==> src/rtl/mx_reg_pkg.sv <==
// Shared definitions for the data-mux / register-file load path:
// loader FSM state encoding and the common load-address width.
package mx_reg_pkg;

  localparam int ADDR_W = 8;

  typedef enum logic [1:0] {
    IDLE = 2'd0,
    LOAD = 2'd1,
    DONE = 2'd2
  } loader_state_e;

endpackage : mx_reg_pkg

==> src/rtl/line_loader_if.sv <==
// Word-wide write bus from the line loader into the register file.
// The master drives the strobe, address and data; the slave answers with ready.
interface line_loader_if #(
  parameter int WORD_LENGTH = 8
) ();

  logic                          wr_en;
  logic                          wr_ready;
  logic [mx_reg_pkg::ADDR_W-1:0] wr_addr;
  logic [WORD_LENGTH-1:0]        wr_data;

  modport master (
    output wr_en,
    output wr_addr,
    output wr_data,
    input  wr_ready
  );

  modport slave (
    input  wr_en,
    input  wr_addr,
    input  wr_data,
    output wr_ready
  );

endinterface : line_loader_if

==> src/rtl/line_loader.sv <==
// Snapshots one mux line and replays it as DEPTH consecutive single-word
// writes into the register file under a ready/enable handshake.
module line_loader
  import mx_reg_pkg::*;
#(
  parameter int WORD_LENGTH = 8,
  parameter int DEPTH       = 16
) (
  input  logic                                clk,
  input  logic                                rst_n,
  input  logic [DEPTH-1:0][WORD_LENGTH-1:0]   line_data,
  input  logic [ADDR_W-1:0]                   line_addr,
  input  logic                                load_req,
  line_loader_if.master                       wr_if,
  output logic                                busy,
  output logic                                done
);

  localparam int              IDX_W    = $clog2(DEPTH);
  localparam logic [IDX_W-1:0] LAST_IDX = IDX_W'(DEPTH - 1);

  loader_state_e                     r_state;
  loader_state_e                     w_next_state;
  logic [DEPTH-1:0][WORD_LENGTH-1:0] r_shadow;
  logic [ADDR_W-1:0]                 r_addr;
  logic [IDX_W-1:0]                  r_index;

  logic w_capture;
  logic w_accept;
  logic w_last;

  assign w_capture = (r_state == IDLE) && load_req;
  assign w_accept  = (r_state == LOAD) && wr_if.wr_ready;
  assign w_last    = w_accept && (r_index == LAST_IDX);

  // NOTE: sequential state uses non-blocking assignments so every register
  // samples pre-edge values regardless of process evaluation order.
  always_ff @(posedge clk or negedge rst_n) begin
    if (!rst_n) begin
      r_state <= IDLE;
    end else begin
      r_state <= w_next_state;
    end
  end

  // NOTE: every output of this block is defaulted first; a missed branch
  // would otherwise infer a latch.
  always_comb begin
    w_next_state  = r_state;
    wr_if.wr_en   = 1'b0;
    busy          = 1'b0;
    done          = 1'b0;
    unique case (r_state)
      IDLE: begin
        if (load_req) w_next_state = LOAD;
      end
      LOAD: begin
        wr_if.wr_en = 1'b1;
        busy        = 1'b1;
        if (w_last) w_next_state = DONE;
      end
      DONE: begin
        done         = 1'b1;
        w_next_state = IDLE;
      end
      default: w_next_state = IDLE;
    endcase
  end

  // NOTE: the shadow buffer is reset on purpose so wr_data reads zero out of
  // reset; it is a small flop array, not an inferred RAM.
  always_ff @(posedge clk or negedge rst_n) begin
    if (!rst_n) begin
      r_shadow <= '0;
      r_addr   <= '0;
      r_index  <= '0;
    end else if (w_capture) begin
      r_shadow <= line_data;
      r_addr   <= line_addr;
      r_index  <= '0;
    end else if (w_accept) begin
      r_addr  <= r_addr + 1'b1;
      // Wrap explicitly so a non-power-of-two DEPTH never indexes past the line.
      r_index <= w_last ? '0 : r_index + 1'b1;
    end
  end

  assign wr_if.wr_addr = r_addr;
  assign wr_if.wr_data = r_shadow[r_index];

endmodule : line_loader

==> src/flat_wrapper.sv <==
// flat-port wrapper written by rule: the top's interface ports become plain ports
module line_loader_flat import mx_reg_pkg::*;
#(
  parameter int WORD_LENGTH = 8,
  parameter int DEPTH       = 16
)
  (clk, rst_n, line_data, line_addr, load_req, busy, done, wr_if_wr_en, wr_if_wr_addr, wr_if_wr_data, wr_if_wr_ready);
  line_loader_if #(.WORD_LENGTH(WORD_LENGTH)) wr_if_i ();
  input  logic clk;
  input  logic rst_n;
  input  logic [DEPTH-1:0][WORD_LENGTH-1:0] line_data;
  input  logic [ADDR_W-1:0] line_addr;
  input  logic load_req;
  output logic busy;
  output logic done;
  output wire logic [$bits(wr_if_i.wr_en)-1:0] wr_if_wr_en;
  output wire logic [$bits(wr_if_i.wr_addr)-1:0] wr_if_wr_addr;
  output wire logic [$bits(wr_if_i.wr_data)-1:0] wr_if_wr_data;
  input wire logic [$bits(wr_if_i.wr_ready)-1:0] wr_if_wr_ready;
  assign wr_if_wr_en = wr_if_i.wr_en;
  assign wr_if_wr_addr = wr_if_i.wr_addr;
  assign wr_if_wr_data = wr_if_i.wr_data;
  assign wr_if_i.wr_ready = wr_if_wr_ready;
  line_loader #(.WORD_LENGTH(WORD_LENGTH), .DEPTH(DEPTH)) u_core (.clk(clk), .rst_n(rst_n), .line_data(line_data), .line_addr(line_addr), .load_req(load_req), .wr_if(wr_if_i), .busy(busy), .done(done));
endmodule
==> config.mk <==
export PLATFORM = sky130hd
export DESIGN_NAME = line_loader_flat
export DESIGN_NICKNAME = d
export VERILOG_FILES = /design/src/rtl/mx_reg_pkg.sv /design/src/rtl/line_loader_if.sv /design/src/rtl/line_loader.sv /design/src/flat_wrapper.sv
export SDC_FILE = /design/constraint.sdc
export NUM_CORES = 1
export LEC_CHECK = 0
export BUFFER_PORTS_ARGS = -buffer_cell sky130_fd_sc_hd__buf_2
export CAP_MARGIN = 20
export CELL_PAD_IN_SITES_DETAIL_PLACEMENT = 0
export CELL_PAD_IN_SITES_GLOBAL_PLACEMENT = 1
export CORE_MARGIN = 3
export CORE_UTILIZATION = 30
export DETAILED_ROUTE_END_ITERATION = 6
export PLACE_DENSITY_LB_ADDON = 0.1
export SETUP_SLACK_MARGIN = 0.15
export SLEW_MARGIN = 20
export SYNTH_ARGS = -nofsm -noshare
export SYNTH_HDL_FRONTEND = slang
export SYNTH_SLANG_ARGS = --single-unit
==> constraint.sdc <==
create_clock -name clk -period 2.4 [get_ports clk]
set_input_delay 0.36 -clock clk [delete_from_list [all_inputs] [get_ports clk]]
set_output_delay 0.36 -clock clk [all_outputs]
set_load 0.01 [all_outputs]
* Word-level counts from Yosys, hierarchy flattened
Cells that the tools add are included.
** Storage, ports and cells
- Logic and storage cells :: 45
- Input bits :: 140
- Register bits after elaboration :: 142
- Output and inout bits :: 19
** Cells by class
- Reductions and logical operators :: 6
- Add/subtract/negate cells :: 2
- Order comparisons :: 1
- Multiplexer cells :: 12
- Equal/unequal tests :: 5
** Operator list (count)
- 8-bit binary-select mux with 4-bit select :: 1
- 8-bit two-way mux :: 3
- 4-bit two-way mux :: 3
- 8-bit by 1-bit adder with 8-bit output, second input constant :: 1
- 4-bit by 5-bit less-than comparator with 1-bit output, second input constant :: 1
- 4-bit by 1-bit adder with 4-bit output, second input constant :: 1
- 4-bit == test, second input constant :: 1
- 2-bit two-way mux :: 2
- 2-bit case mux with 2 select lines :: 1
- 1-bit logical AND :: 3
- 2-bit by 1-bit == test with 1-bit output, second input constant :: 1
- 2-bit == test, second input constant :: 1
- 2-bit zero test :: 1
- 1-bit two-way mux :: 2
- 2-bit by 1-bit inequality test with 1-bit output, second input constant :: 1
- 2-bit inequality test, second input constant :: 1
- 2-bit AND reduction :: 1
- 2-bit nonzero test :: 1

* Depth between registers and ports, before layout
- Depth after elaboration :: 6
- Depth in mapped cells :: 6
- Gate-level depth less buffers :: 5

* Worst setup path before layout
OpenSTA, ideal clock, no wires.
- Path type :: register to output
- Start :: register u_core.r_index[0]
- End :: output wr_if_wr_data[6]
- Arrival time :: 1.554 ns
- Slack :: 0.486 ns
- Stages on the path, launching flop included :: 4
- Required time :: 2.040 ns
- Path buffers :: 1
- Path through :: dfrtp_1 > buf_6 > mux4_1 > mux4_2
** On the way
- Word-level cells in the longest chain between the ends :: 2
** Ends and longest elaborated chain
- start, declared :: line line_loader.sv:26 : logic [IDX_W-1:0] r_index;
- start signal, assigned :: line line_loader.sv:84 : r_index <= w_last ? '0 : r_index + 1'b1;
- 8-bit binary-select mux with 4-bit select :: line line_loader.sv:89 : assign wr_if.wr_data = r_shadow[r_index];
- 8-bit two-way mux (implied by the code) :: line line_loader.sv:89
- end, declared :: line flat_wrapper.sv:18 : output wire logic [$bits(wr_if_i.wr_data)-1:0] wr_if_wr_data;
Every way passes these cells. The select of a mux whose other input is x is not followed.

* Worst setup path after layout
Ends and elaborated chain as after synthesis.

==> results by group <==
Power
  – Internal Pwr Total: 0.007051 W
  – Static leakage: 4.303 nW
  – Sw Ratio: 35.88%
  – Peak supply drop: 0.4855 mV
  – Post-layout power: 0.01100 W
  – Reported net switching power: 0.003946 W
  – Part of the power in combinational logic: 36.9%
  – Clk pwr share: 24.3%
  – Ratio of total power to cell area: 1320 nW/µm²
  – Flop pwr share: between 30% and 40%

Global route
  – Gr usage total: 16.27%
  – Antenna violations before repair: 0
  – First-pass GRT wire length: ~30000 µm
  – Largest net degree at the start of global routing: 104
  – Global-route congestion overflow total: 0
  – Number of global-route vias before repair: 5451

Timing
  – Maximum clock skew at final layout: 5.115 ps
  – Period Utilization, post-route: 104.4%
  – Relative slew margins: 46.97%
  – Setup repair after global routing missed its margin: yes
  – Final count of hold timing violations: 0
  – Final setup viols: 8
  – Transition time at the pin with the least slew margin: 792.5 ps
  – Final number of max-transition violations: 0
  – Peak Freq: about 0.40 GHz
  – Smallest setup slack after layout: -105.5 ps
  – Final period demand of the worst path: 2506 ps

Logic synthesis
  – Share of the yosys chip area belonging to registers: 54.45%
  – Post-synth top area share: 54.45%
  – Leading cell types by count after synthesis: nand2_1 (394), dfrtp_1 (142), mux2i_1 (21), mux4_2 (19), clkbuf_1 (18)
  – Most repeated cell in the gate-level netlist after synthesis: nand2_1
  – Post-synthesis area per instance: 9.337 µm²
  – Gate count after technology mapping: about 700
  – Top post-synthesis cells by area: dfrtp_1 (54%), nand2_1 (23%), mux4_2 (6.6%)
  – Count of flip-flops with a built-in enable after synthesis: 0
  – Synth Cell Area: 6526 µm²
  – Nets in the synthesized netlist: 841
  – Most used flip-flop cell after synthesis: dfrtp_1
  – Total of flip-flops plus latches after synthesis: between 100 and 150
  – Library cells used by synthesis: 35
  – Synthesis Warnings: 0
  – Most area-hungry cell type in the Yosys netlist: dfrtp_1
  – Fraction of registers with async set/reset: 100.0%

Worst setup path
  – Critical Path Fanout Max: 6
  – R2R cell count: 4
  – Capturing element type of the critical path: output port
  – Critical Path AT: 2150 ps
  – Worst Path Required: 2040 ps
  – Critical path type: register to output port
  – Sort of element at the start of the critical path: register

Finish
  – Layout net count: 990
  – Share of the core filled with cells: 39.26%
  – Layout cell share with drive strength beyond 1: 28.46%
  – Layout area overhead: 27.65%
  – Post-route insts no fill: 1136
  – Count of antenna diodes in the layout: 0

Placed design
  – Placer congestion estimate: 0.7889
  – Detailed Place HPWL: 13680 µm
  – Port-buffer cells: 158
  – Number of placed cells counting well taps: 1098

Clock network
  – Clock net sink count: 142
  – Max H-tree Level: 4
  – Cell at the root of the clock tree: clkbuf_16
  – Max clock buf depth: 2
  – Number of CTS-inserted buffers: 17
  – TritonCTS clock tree: yes
  – Clock insertion delay at the later pin of the skew report: ~420 ps
  – Clock-pin transition on the worst setup and hold timing paths: 60 ps

Detailed routing
  – DRT antenna net count: 0
  – TritonRoute pass-1 iters: 4
  – Post-detailed-routing wire length: 19000 µm
  – Total number of vias: 5276
  – Initial DRC count: 310
  – Average wire per cell in the routed design: around 17 µm
  – Mean number of vias per cell: between 4 and 5
  – Post-detailed-route DRC marker count: 0

Run
  – Max-capacitance violation count: 0

Die
  – Starting density of the core: 30.75%
  – X dimension of the die: 153.5 µm
  – Core Footprint: 21220 µm²
  – Boundary Pins: 159
  – Vertical die dimension: 153.5 µm
  – Num rows: 53
  – Die area: 23560 µm²

Outcome
  – Outcome: finished with violations
  – Violations in the final reports: negative setup slack

Hold path
  – Cells on Worst Hold Path: 3
  – HP Class: input port to register
-- final cells by class --
type / count / area, µm²
Clock buffer: 18 / 439.2
Clock inverter: 14 / 157.7
Fill cell: 2195 / 12890
Inverter: 3 / 11.26
Multi-Input combinational cell: 511 / 2796
Sequential cell: 142 / 3558
Tap cell: 275 / 344.1
Timing Repair Buffer: 173 / 1023
-- registers in the layout, indices dropped and copies added (netlist names) --
name                  flops
u_core.r_state            2
u_core.r_shadow         128
u_core.r_index            4
u_core.wr_if.wr_addr      8
-- power groups by stage --
stage / Clock (W) / Combinational, W / Sequential (W)
6_report: 0.00268 / 0.00406 / 0.00426
5_1_grt: 0.00284 / 0.00458 / 0.00439
4_1_cts: 0.00273 / 0.00408 / 0.00428
3_5_place_dp: 0 / 0.00377 / 0.00433
3_3_place_gp: 0 / 0.00366 / 0.00437
2_1_floorplan: 0 / 0.00269 / 0.00396
-- final timing paths --
| check | start | end | slack [ps] |
|---|---|---|---|
| max in group asynchronous | rst_n | u_core.r_shadow[119]$_DFFE_PN0P_ | 1130 |
| hold / removal | line_data[5] | u_core.r_shadow[5]$_DFFE_PN0P_ | 130 |
| min in group asynchronous | rst_n | u_core.wr_if.wr_addr[6]$_DFFE_PN0P_ | 490 |
| hold reg to reg | u_core.r_shadow[45]$_DFFE_PN0P_ | u_core.r_shadow[45]$_DFFE_PN0P_ | 470 |
| setup / recovery | u_core.r_index[0]$_DFFE_PN0P_ | wr_if_wr_data[6] | -110 |
| setup reg to reg | u_core.r_state[1]$_DFFE_PN0P_ | u_core.wr_if.wr_addr[6]$_DFFE_PN0P_ | 730 |
-- metrics by stage --
step / setup WS (ps) / cell area (µm²) / setup TNS [ps] / hold slack [ps]
2_1_floorplan: 485.5 / 6526 / 0 / 64.41
3_3_place_gp: 186.6 / 7619 / 0 / 380.4
3_5_place_dp: 154.6 / 7619 / 0 / 377.9
4_1_cts: -134.7 / 8294 / -849.6 / 108.8
5_1_grt: -172.4 / 8330 / -1191 / 117.1
6_report: -105.5 / 8330 / -457.4 / 127.5
-- kinds of logic after synthesis --
kind of cell / Yosys count / share of synthesized area [%]
compound gates: 35 / 3.662
buf+inv: 46 / 3.336
fa+ha+maj: 2 / 0.3834
mux: 47 / 12.60
simple gates: 421 / 24.77
xor+xnor: 6 / 0.8052
flops: 142 / 54.45
-- metal layers --
layer  vias up  share of wire, %  GRT usage [%]
met5         -                 0              0
met4         0               1.6          4.626
met3        11               5.0          3.968
met2       134                48          25.97
met1      2577                45          22.23
li1       2554                 -              -
-- repair_timing --
action	CTS	global route
buffers inserted	4	0
hold buffers	1	0
endpoints found under the setup margin	8	8
endpoints found under the hold margin	57	0
pin swaps	3	4
resized for setup	27	3
gates cloned	0	1
-- critical path: stages, from the launching register on --
cell	delay (ps)
dfrtp_4	430
buf_12	140
mux4_2	490
mux4_2	520
buf_6	140
-- placed cells by master, fill, tap and decap left out, types with 2 or more instances in the layout --
cell type	instances
o21ai_1	5
nand3_1	4
inv_1	3
clkinvlp_4	2
mux2i_1	21
mux4_2	26
xnor2_1	4
a22oi_2	6
clkbuf_16	18
o21ai_2	2
a21oi_1	2
xor2_1	2
dfrtp_1	140
nor3_1	3
o21ai_0	6
nor2_1	11
buf_4	5
a32oi_1	6
nand2_1	393
inv_6	4
clkinv_4	3
clkinv_2	2
buf_2	156
buf_12	7
bufinv_16	2
a221o_1	2
ha_1	2
buf_6	2
(Power assumes the default switching activity.)
